### src/rtl/mult_div_unit.sv
// Iterative multiply/divide unit with HI/LO result registers: one shift-add or
// restoring-division step per cycle, done pulses WIDTH+1 cycles after start.
module mult_div_unit #(
  parameter int WIDTH = 32
) (
  input  logic             clock,
  input  logic             reset,
  input  logic             start,
  input  logic [1:0]       op,
  input  logic [WIDTH-1:0] a,
  input  logic [WIDTH-1:0] b,
  input  logic             flush,
  input  logic             hi_we,
  input  logic             lo_we,
  input  logic [WIDTH-1:0] wdata,
  output logic [WIDTH-1:0] hi,
  output logic [WIDTH-1:0] lo,
  output logic             busy,
  output logic             done,
  output logic             div0
);

  localparam int CW = $clog2(WIDTH + 1);
  localparam logic [CW-1:0] CNT_INIT = CW'(WIDTH);
  localparam logic [CW-1:0] CNT_ONE  = CW'(1);

  localparam logic [1:0] OP_MULT = 2'b00;
  localparam logic [1:0] OP_DIV  = 2'b10;

  typedef enum logic [1:0] {S_IDLE, S_BUSY, S_FINISH} state_e;

  state_e             state_q, state_d;
  logic [CW-1:0]      cnt_q, cnt_d;
  logic [1:0]         op_q, op_d;
  logic               sa_q, sa_d, sb_q, sb_d;
  logic [WIDTH-1:0]   m_q, m_d;
  logic [WIDTH:0]     acc_q, acc_d;
  logic [WIDTH-1:0]   q_q, q_d;
  logic [WIDTH-1:0]   hi_q, hi_d, lo_q, lo_d;
  logic               busy_q, busy_d, done_q, done_d, div0_q, div0_d;

  logic               signed_op;
  logic [WIDTH-1:0]   mag_a, mag_b;
  logic [WIDTH:0]     sum, add, shifted, diff;
  logic               ge;
  logic [2*WIDTH-1:0] prod;
  logic [WIDTH-1:0]   quo, rem;

  assign signed_op = ~op[0];
  assign mag_a     = (signed_op && a[WIDTH-1]) ? -a : a;
  assign mag_b     = (signed_op && b[WIDTH-1]) ? -b : b;

  // Multiply datapath: acc_q:q_q is the partial product, q_q[0] the next multiplier bit.
  assign sum     = acc_q + {1'b0, m_q};
  assign add     = q_q[0] ? sum : acc_q;

  // Divide datapath: acc_q is the partial remainder, q_q shifts dividend out and quotient in.
  assign shifted = {acc_q[WIDTH-1:0], q_q[WIDTH-1]};
  assign diff    = shifted - {1'b0, m_q};
  assign ge      = shifted >= {1'b0, m_q};

  always_comb begin
    prod = {acc_q[WIDTH-1:0], q_q};
    if (op_q == OP_MULT && (sa_q ^ sb_q)) prod = -prod;
    quo = q_q;
    rem = acc_q[WIDTH-1:0];
    if (op_q == OP_DIV) begin
      if (sa_q ^ sb_q) quo = -quo;
      if (sa_q)        rem = -rem;
    end
    if (m_q == '0) quo = '1;
  end

  // NOTE: every _d gets a default first so no path through the case leaves one unassigned, which would infer a latch.
  always_comb begin
    state_d = state_q;
    cnt_d   = cnt_q;
    op_d    = op_q;
    sa_d    = sa_q;
    sb_d    = sb_q;
    m_d     = m_q;
    acc_d   = acc_q;
    q_d     = q_q;
    hi_d    = hi_q;
    lo_d    = lo_q;
    busy_d  = busy_q;
    done_d  = 1'b0;
    div0_d  = 1'b0;

    // Direct writes go first so a FINISH in the same cycle would win; busy_q blocks them in BUSY/FINISH anyway.
    if (!busy_q) begin
      if (hi_we) hi_d = wdata;
      if (lo_we) lo_d = wdata;
    end

    case (state_q)
      S_IDLE: begin
        if (start) begin
          state_d = S_BUSY;
          cnt_d   = CNT_INIT;
          busy_d  = 1'b1;
          op_d    = op;
          sa_d    = signed_op & a[WIDTH-1];
          sb_d    = signed_op & b[WIDTH-1];
          acc_d   = '0;
          if (op[1]) begin
            m_d = mag_b;
            q_d = mag_a;
          end else begin
            m_d = mag_a;
            q_d = mag_b;
          end
        end
      end
      S_BUSY: begin
        if (flush) begin
          state_d = S_IDLE;
          cnt_d   = '0;
          busy_d  = 1'b0;
        end else begin
          if (op_q[1]) begin
            acc_d = ge ? diff : shifted;
            q_d   = {q_q[WIDTH-2:0], ge};
          end else begin
            acc_d = {1'b0, add[WIDTH:1]};
            q_d   = {add[0], q_q[WIDTH-1:1]};
          end
          cnt_d = cnt_q - CNT_ONE;
          if (cnt_q == CNT_ONE) state_d = S_FINISH;
        end
      end
      S_FINISH: begin
        state_d = S_IDLE;
        busy_d  = 1'b0;
        if (!flush) begin
          done_d = 1'b1;
          if (op_q[1]) begin
            hi_d   = rem;
            lo_d   = quo;
            div0_d = (m_q == '0);
          end else begin
            hi_d = prod[2*WIDTH-1:WIDTH];
            lo_d = prod[WIDTH-1:0];
          end
        end
      end
      default: begin
        state_d = S_IDLE;
        busy_d  = 1'b0;
      end
    endcase
  end

  // NOTE: state updates use non-blocking assignments so every flop samples pre-edge values.
  always_ff @(posedge clock or negedge reset) begin
    if (!reset) begin
      state_q <= S_IDLE;
      cnt_q   <= '0;
      op_q    <= '0;
      sa_q    <= 1'b0;
      sb_q    <= 1'b0;
      m_q     <= '0;
      acc_q   <= '0;
      q_q     <= '0;
      hi_q    <= '0;
      lo_q    <= '0;
      busy_q  <= 1'b0;
      done_q  <= 1'b0;
      div0_q  <= 1'b0;
    end else begin
      state_q <= state_d;
      cnt_q   <= cnt_d;
      op_q    <= op_d;
      sa_q    <= sa_d;
      sb_q    <= sb_d;
      m_q     <= m_d;
      acc_q   <= acc_d;
      q_q     <= q_d;
      hi_q    <= hi_d;
      lo_q    <= lo_d;
      busy_q  <= busy_d;
      done_q  <= done_d;
      div0_q  <= div0_d;
    end
  end

  assign hi   = hi_q;
  assign lo   = lo_q;
  assign busy = busy_q;
  assign done = done_q;
  assign div0 = div0_q;

endmodule

### config.mk
export PLATFORM = sky130hd
export DESIGN_NAME = mult_div_unit
export DESIGN_NICKNAME = d
export VERILOG_FILES = /design/src/rtl/mult_div_unit.sv
export SDC_FILE = /design/constraint.sdc
export NUM_CORES = 1
export LEC_CHECK = 0
export CAP_MARGIN = 30
export CORE_MARGIN = 5
export CORE_UTILIZATION = 55
export DETAILED_ROUTE_END_ITERATION = 6
export GPL_TIMING_DRIVEN = 1
export PLACE_DENSITY = 0.8
export SYNTH_ARGS = -nofsm -noshare
export SYNTH_HDL_FRONTEND = slang
export SYNTH_SLANG_ARGS = --single-unit
### constraint.sdc
create_clock -name clock -period 7.8 [get_ports clock]
set_input_delay 1.17 -clock clock [delete_from_list [all_inputs] [get_ports clock]]
set_output_delay 1.17 -clock clock [all_outputs]
set_load 0.01 [all_outputs]
==> results of run 1 <==
==> flip-flops by register name, indices dropped and copies added, names as in the netlist <==
name and flops:
acc_q 33, busy 1, cnt_q 6, div0 1, done 1, hi 32, lo 32, m_q 32
op_q 2, q_q 32, sa_q 1, sb_q 1, state_q 2
==> critical path, delay by kind of cell (launching register included) <==
family,cells,cell delay (ps)
adder cells (fa/ha/maj),1,410
AO/OA/AOI/OAI,7,1950
flip-flops,1,700
AND/OR/NAND/NOR,2,980
==> layout by cell type, fill, tap and decap left out, types with 6 or more instances in the layout <==
master,n
nand2b_1,20
nor3_1,34
a211oi_1,24
and3_1,17
a21oi_1,226
clkinv_8,6
inv_1,69
o21ai_1,34
xor2_1,72
clkdlybuf4s50_1,168
xnor2_1,99
or3_1,16
buf_4,19
or4_1,18
o21bai_1,12
nor3b_1,6
nor2b_1,22
nor4_1,18
o221ai_1,7
clkbuf_16,17
a22o_1,9
a32oi_1,6
a21o_1,30
nand2_1,208
ha_1,70
nand3_1,26
o31ai_1,29
nor2_1,175
o41ai_1,8
mux2_2,9
dfrtp_1,175
a22oi_1,26
a31oi_1,25
nand4_1,13
o21ai_0,141
mux2i_1,93
o211ai_1,20
==> path summary, 6_finish.rpt <==
kind                            startpoint   endpoint  slack, ps  depth (start not counted)
worst min register to register   acc_q[32]  acc_q[32]        560                          2
min in group clock               acc_q[32]  acc_q[32]        560                          2
max in group asynchronous            reset    op_q[1]       6580                          2
worst min-delay path                 reset   cnt_q[1]        480                          1
worst max register to register   acc_q[21]  acc_q[22]       3640                         10
worst max-delay path             acc_q[21]  acc_q[22]       3640                         10
==> kinds of logic (layout without fill, tap and decap cells) <==
family	count (synthesis)	in the layout	share of synthesized area (%)
and+or+nand+nor	605	605	18.43
buffers and inverters	201	295	4.918
DFF	176	176	28.52
xor gates and xnor gates	171	171	9.698
adders and majority gates	72	72	5.930
AOI/OAI and AO/OA	651	651	25.82
muxes	102	102	6.684
==> where the power goes <==
part / switching (mW) / internal (mW)
combinational: 2.62 / 1.95
clock: 0.493 / 0.452
sequential: 0.678 / 1.30
total: 3.79 / 3.71
==> area by class of cell <==
| class | instances | area (um^2) | share of cell area [%] |
|---|---|---|---|
| Clock inverter | 15 | 219.0 | 1.215 |
| Tap cell | 378 | 473.0 | 2.624 |
| Clock buffer | 17 | 425.4 | 2.361 |
| Inverter | 70 | 262.8 | 1.458 |
| Multi-Input combinational cell | 1601 | 10300 | 57.16 |
| Timing Repair Buffer | 193 | 1934 | 10.73 |
| Sequential cell | 176 | 4405 | 24.45 |
==> metrics by stage <==
| stage | setup slack (ps) | cells | utilization [%] | hold WS, ps | area [um^2] |
|---|---|---|---|---|---|
| global placement | 3479 | 2414 | 62.21 | 501.5 | 17280 |
| detailed placement | 3531 | 2416 | 62.35 | 527.9 | 17320 |
| CTS | 3790 | 2448 | 64.67 | 547.0 | 17970 |
| floorplan | 4459 | 1978 | - | 469.2 | 15440 |
| global route | 3520 | 2450 | 64.87 | 483.5 | 18020 |
| finish | 3641 | 2450 | 64.87 | 483.3 | 18020 |
==> cell usage after synthesis, types with 4 or more instances <==
cell	instances
a211oi_1	24
a21o_1	30
a21oi_1	226
a221o_1	5
a221oi_1	4
a22o_1	9
a22oi_1	26
a31oi_1	25
a32oi_1	6
and2_1	5
and3_1	17
buf_1	8
buf_2	4
clkbuf_1	119
dfrtp_1	176
ha_1	70
inv_1	69
mux2_2	9
mux2i_1	93
nand2_1	208
nand2b_1	20
nand3_1	26
nand4_1	13
nor2_1	176
nor2b_1	24
nor3_1	34
nor3b_1	6
nor4_1	18
o211ai_1	20
o21a_1	4
o21ai_0	141
o21ai_1	34
o21bai_1	12
o221ai_1	7
o22ai_1	5
o31a_1	4
o31ai_1	29
o41ai_1	8
or3_1	16
or4_1	18
xnor2_1	99
xor2_1	72
==> layer usage <==
metal	vias to the layer above	wire length [um]	GRT usage [%]
li1	7290	-	-
met1	7518	22010	44.87
met2	902	24780	54.00
met3	174	5302	6.285
met4	0	2752	14.70
met5	-	0	0
==> impl_metrics.ini, run 1 <==
[route]
dr.pass1.iters = 6
wl_mm = 54.84
drt_iter0_markers = 2031
drc = 0
ant_nets = 0
num_vias = 15880
routedWlPerCell_um = 22.38
via_per_inst = 6.483

[clock_network]
root_buffer = clkbuf_16
hold_buffers = 0
clk_path_buf_depth = 2
post-cts-setup-buffers = 0
numCtsBuffers = 17
clkLatencyLatePin_ps = 460
cts_tree = yes
cts_resized = 0
clk_pin_slew_ps = 90
htree_levels = 4
cts_sinks = 176

[pwr]
irDropWorstVdd_mv = 0.6535
p_leak_nw = 7.583
finalPower_mw = 7.496
power_density_nw_per_um2 = 416.0

[global_routing]
grt_pass1_wl_mm = 83.48
grt_pass1_vias = 14780
grt_antenna_before_repair = 0
grt_overflow = 0
gr-usage-all-layers_pct = 33.77
grt_max_degree = 101

[final_layout]
n_antenna_cell = 0
area_growth_pct = 16.69
fillers = 2452
drive_gt1_share_pct = 4.151
final_nets = 2235

[place]
routabilityCongestion = 1.031
place_hpwl_mm = 41.29
io_buffers = 170

[logic_synthesis]
syn_nets = 2154
seq_area_frac_synth_pct = 28.52
synth_top_area_share_pct = 28.52
ys_top_cells_by_area = dfrtp_1 29%, a21oi_1 7.3%, mux2i_1 6.0%
synth_edf_count = 0
syn-cell-area_um2 = 15440
synth_seq_cells = 176
syn_inst = 1978
syn_area_per_cell_um2 = 7.808
yosys_warnings = 0
synth-main-ff-cell = dfrtp_1
async_reset_ff_share_pct = 100.0
ys_types = 76
yosys.area.top_type = dfrtp_1

[setup_path]
path_class = reg2reg
cp_max_fo = 15
crit_path_start_kind = register
path_common_cell = a211oi_1
crit_required_ps = 8140
cpPeakStageDelay_ps = 850
critPathCaptureType = register
cp_slowest_cell = o31a_1
path_cells = ha_1, a211oi_1, o21bai_1, a211oi_1, o31ai_1, nor4_1, o31a_1, or3_1, a31oi_1, a22o_1
crit_arrival_ps = 4500

[sta]
min_period_over_period_pct = 53.32
final-setup-viol-count = 0
max_clock_freq_mhz = 240.5
hold_viol = 0
finalClockSkew_ps = 12.36
slew_viol_final = 0
worst_slew_pin_slew_ps = 1088
rsz0062_at_grt = false
relSlewSlack_pct = 27.30
fin_crit_ps = 4159
tns_ps = 0

[floorplanning]
die_w_um = 177.6
start_util_pct = 55.59
core_um2 = 27780
pin_count = 171
die_area_um2 = 31530
rows = 61
chipHeight_um = 177.6

[worst_hold_path]
hold_class = in2async

[run]
max_cap_viol_count = 0

[run_status]
status = completed
Power figures use the tool's default switching activity.
==> inputs of run 2 (changes only) <==
clock period = 4.1 ns   (was 7.8 ns; I/O delays follow)
==> impl_metrics.ini, run 2 (synthesis results as in run 1) <==
[global_routing]
grt_max_degree = 93
grt_pass1_wl_mm = 84.53
grt_pass1_vias = 15170
grt_antenna_before_repair = 2
grt_overflow = 0
gr-usage-all-layers_pct = 34.08

[clock_network]
numCtsBuffers = 17
post-cts-setup-buffers = 0
cts_tree = yes
hold_buffers = 0
clkLatencyLatePin_ps = 460
clk_path_buf_depth = 2
cts_resized = 0
clk_pin_slew_ps = 90
htree_levels = 4
cts_sinks = 176
root_buffer = clkbuf_16

[sta]
slew_viol_final = 0
layout_setup_ws_ps = 428.9
worst_slew_pin_slew_ps = 1033
tns_ps = 0
relSlewSlack_pct = 30.97
fin_crit_ps = 3671
final-setup-viol-count = 0
rsz0062_at_grt = false
min_period_over_period_pct = 89.54
hold_viol = 0
max_clock_freq_mhz = 272.4
finalClockSkew_ps = 20.13

[place]
post-place-ws_ps = 442.8
place_area_um2 = 17610
post-place-cells = 2454
routabilityCongestion = 1.029
place_hpwl_mm = 42.16
io_buffers = 170

[floorplanning]
die_w_um = 177.6
core_um2 = 27780
start_util_pct = 55.59
rows = 61
die_area_um2 = 31530
pin_count = 171
chipHeight_um = 177.6

[run]
max_cap_viol_count = 0

[route]
drt_iter0_markers = 1836
wl_met1_mm = 22.36
wl_mm = 54.82
via_per_inst = 6.464
dr_wl_met2_mm = 24.26
drc = 0
top_layer = met5
dr.pass1.iters = 7
ant_nets = 0
routedWlPerCell_um = 22.05
num_vias = 16070
met3WireLength_mm = 5.478

[final_layout]
top_register = acc_q
area_growth_pct = 18.16
final_area_um2 = 18250
n_antenna_cell = 0
final_common_cell = a21oi_1
stdcell_count = 2486
largest_register_ffs = 33
final_nets = 2271
drive_gt1_share_pct = 5.740
final_cell_mix = 226 x a21oi_1, 208 x nand2_1, 175 x nor2_1, 175 x dfrtp_1, 168 x clkdlybuf4s50_1

[run_status]
status = completed

[worst_hold_path]
hold_class = in2async

[setup_path]
crit_required_ps = 4430
path_class = reg2reg
crit_path_start_kind = register
crit_arrival_ps = 4000
reg2reg_slack_ps = 430
cp_max_fo = 8
critPathCaptureType = register

[pwr]
p_leak_nw = 7.746
irDropWorstVdd_mv = 0.4589
finalPower_mw = 14.53
power_density_nw_per_um2 = 796.3
## run 2: cell count changes in the layout (fill, tap and decap cells not counted), sizes merged
cell and delta:
clkinv +1, buf +36, inv -1
## run 2: metrics by stage
| step | hold WS [ps] | util [%] |
|---|---|---|
| global placement | 503.6 | 63.37 |
| global route | 277.4 | 65.68 |
| finish | 193.1 | 65.68 |
| floorplan | 319.4 | - |
| CTS | 225.7 | 65.68 |
| detailed placement | 533.4 | 63.37 |
## run 2: area by class of cell
cell class                      count  area [um^2]
Clock inverter                     15        216.5
Tap cell                          378        473.0
Sequential cell                   176         4405
Clock buffer                       17        425.4
Fill cell                        2385         9534
Inverter                           70        262.8
Multi-Input combinational cell   1601        10300
Timing Repair Buffer              229         2166
## run 2: power by group
part           total, mW  leakage, nW  internal (mW)  switching (mW)
clock               1.78        0.307          0.857           0.920
sequential          3.50         2.15           2.48            1.02
combinational       9.25         5.29           3.92            5.33
total               14.5         7.75           7.26            7.27
## run 2: final timing paths
check,to,cells past startpoint,startpoint
min in group clock,acc_q[32],2,acc_q[32]
worst min register to register,acc_q[32],2,acc_q[32]
worst min-delay path,acc_q[11],1,reset
worst max register to register,acc_q[22],10,acc_q[14]
worst max-delay path,acc_q[22],10,acc_q[14]
max in group asynchronous,op_q[1],2,reset
## run 2: metal layers
| metal | GRT usage [%] | vias to the layer above |
|---|---|---|
| met5 | 0 | - |
| met4 | 15.40 | 2 |
| met3 | 6.583 | 162 |
| met2 | 52.70 | 972 |
| met1 | 46.43 | 7569 |
| li1 | - | 7364 |
## run 2: critical path, stage by stage, from the launching register on
cell,delay [ps]
dfrtp_1,650
ha_1,410
a21oi_1,250
o211ai_1,130
a221oi_1,330
nand3_1,320
a211oi_1,620
xnor2_1,120
a211oi_1,410
a31oi_1,90
a22o_1,220
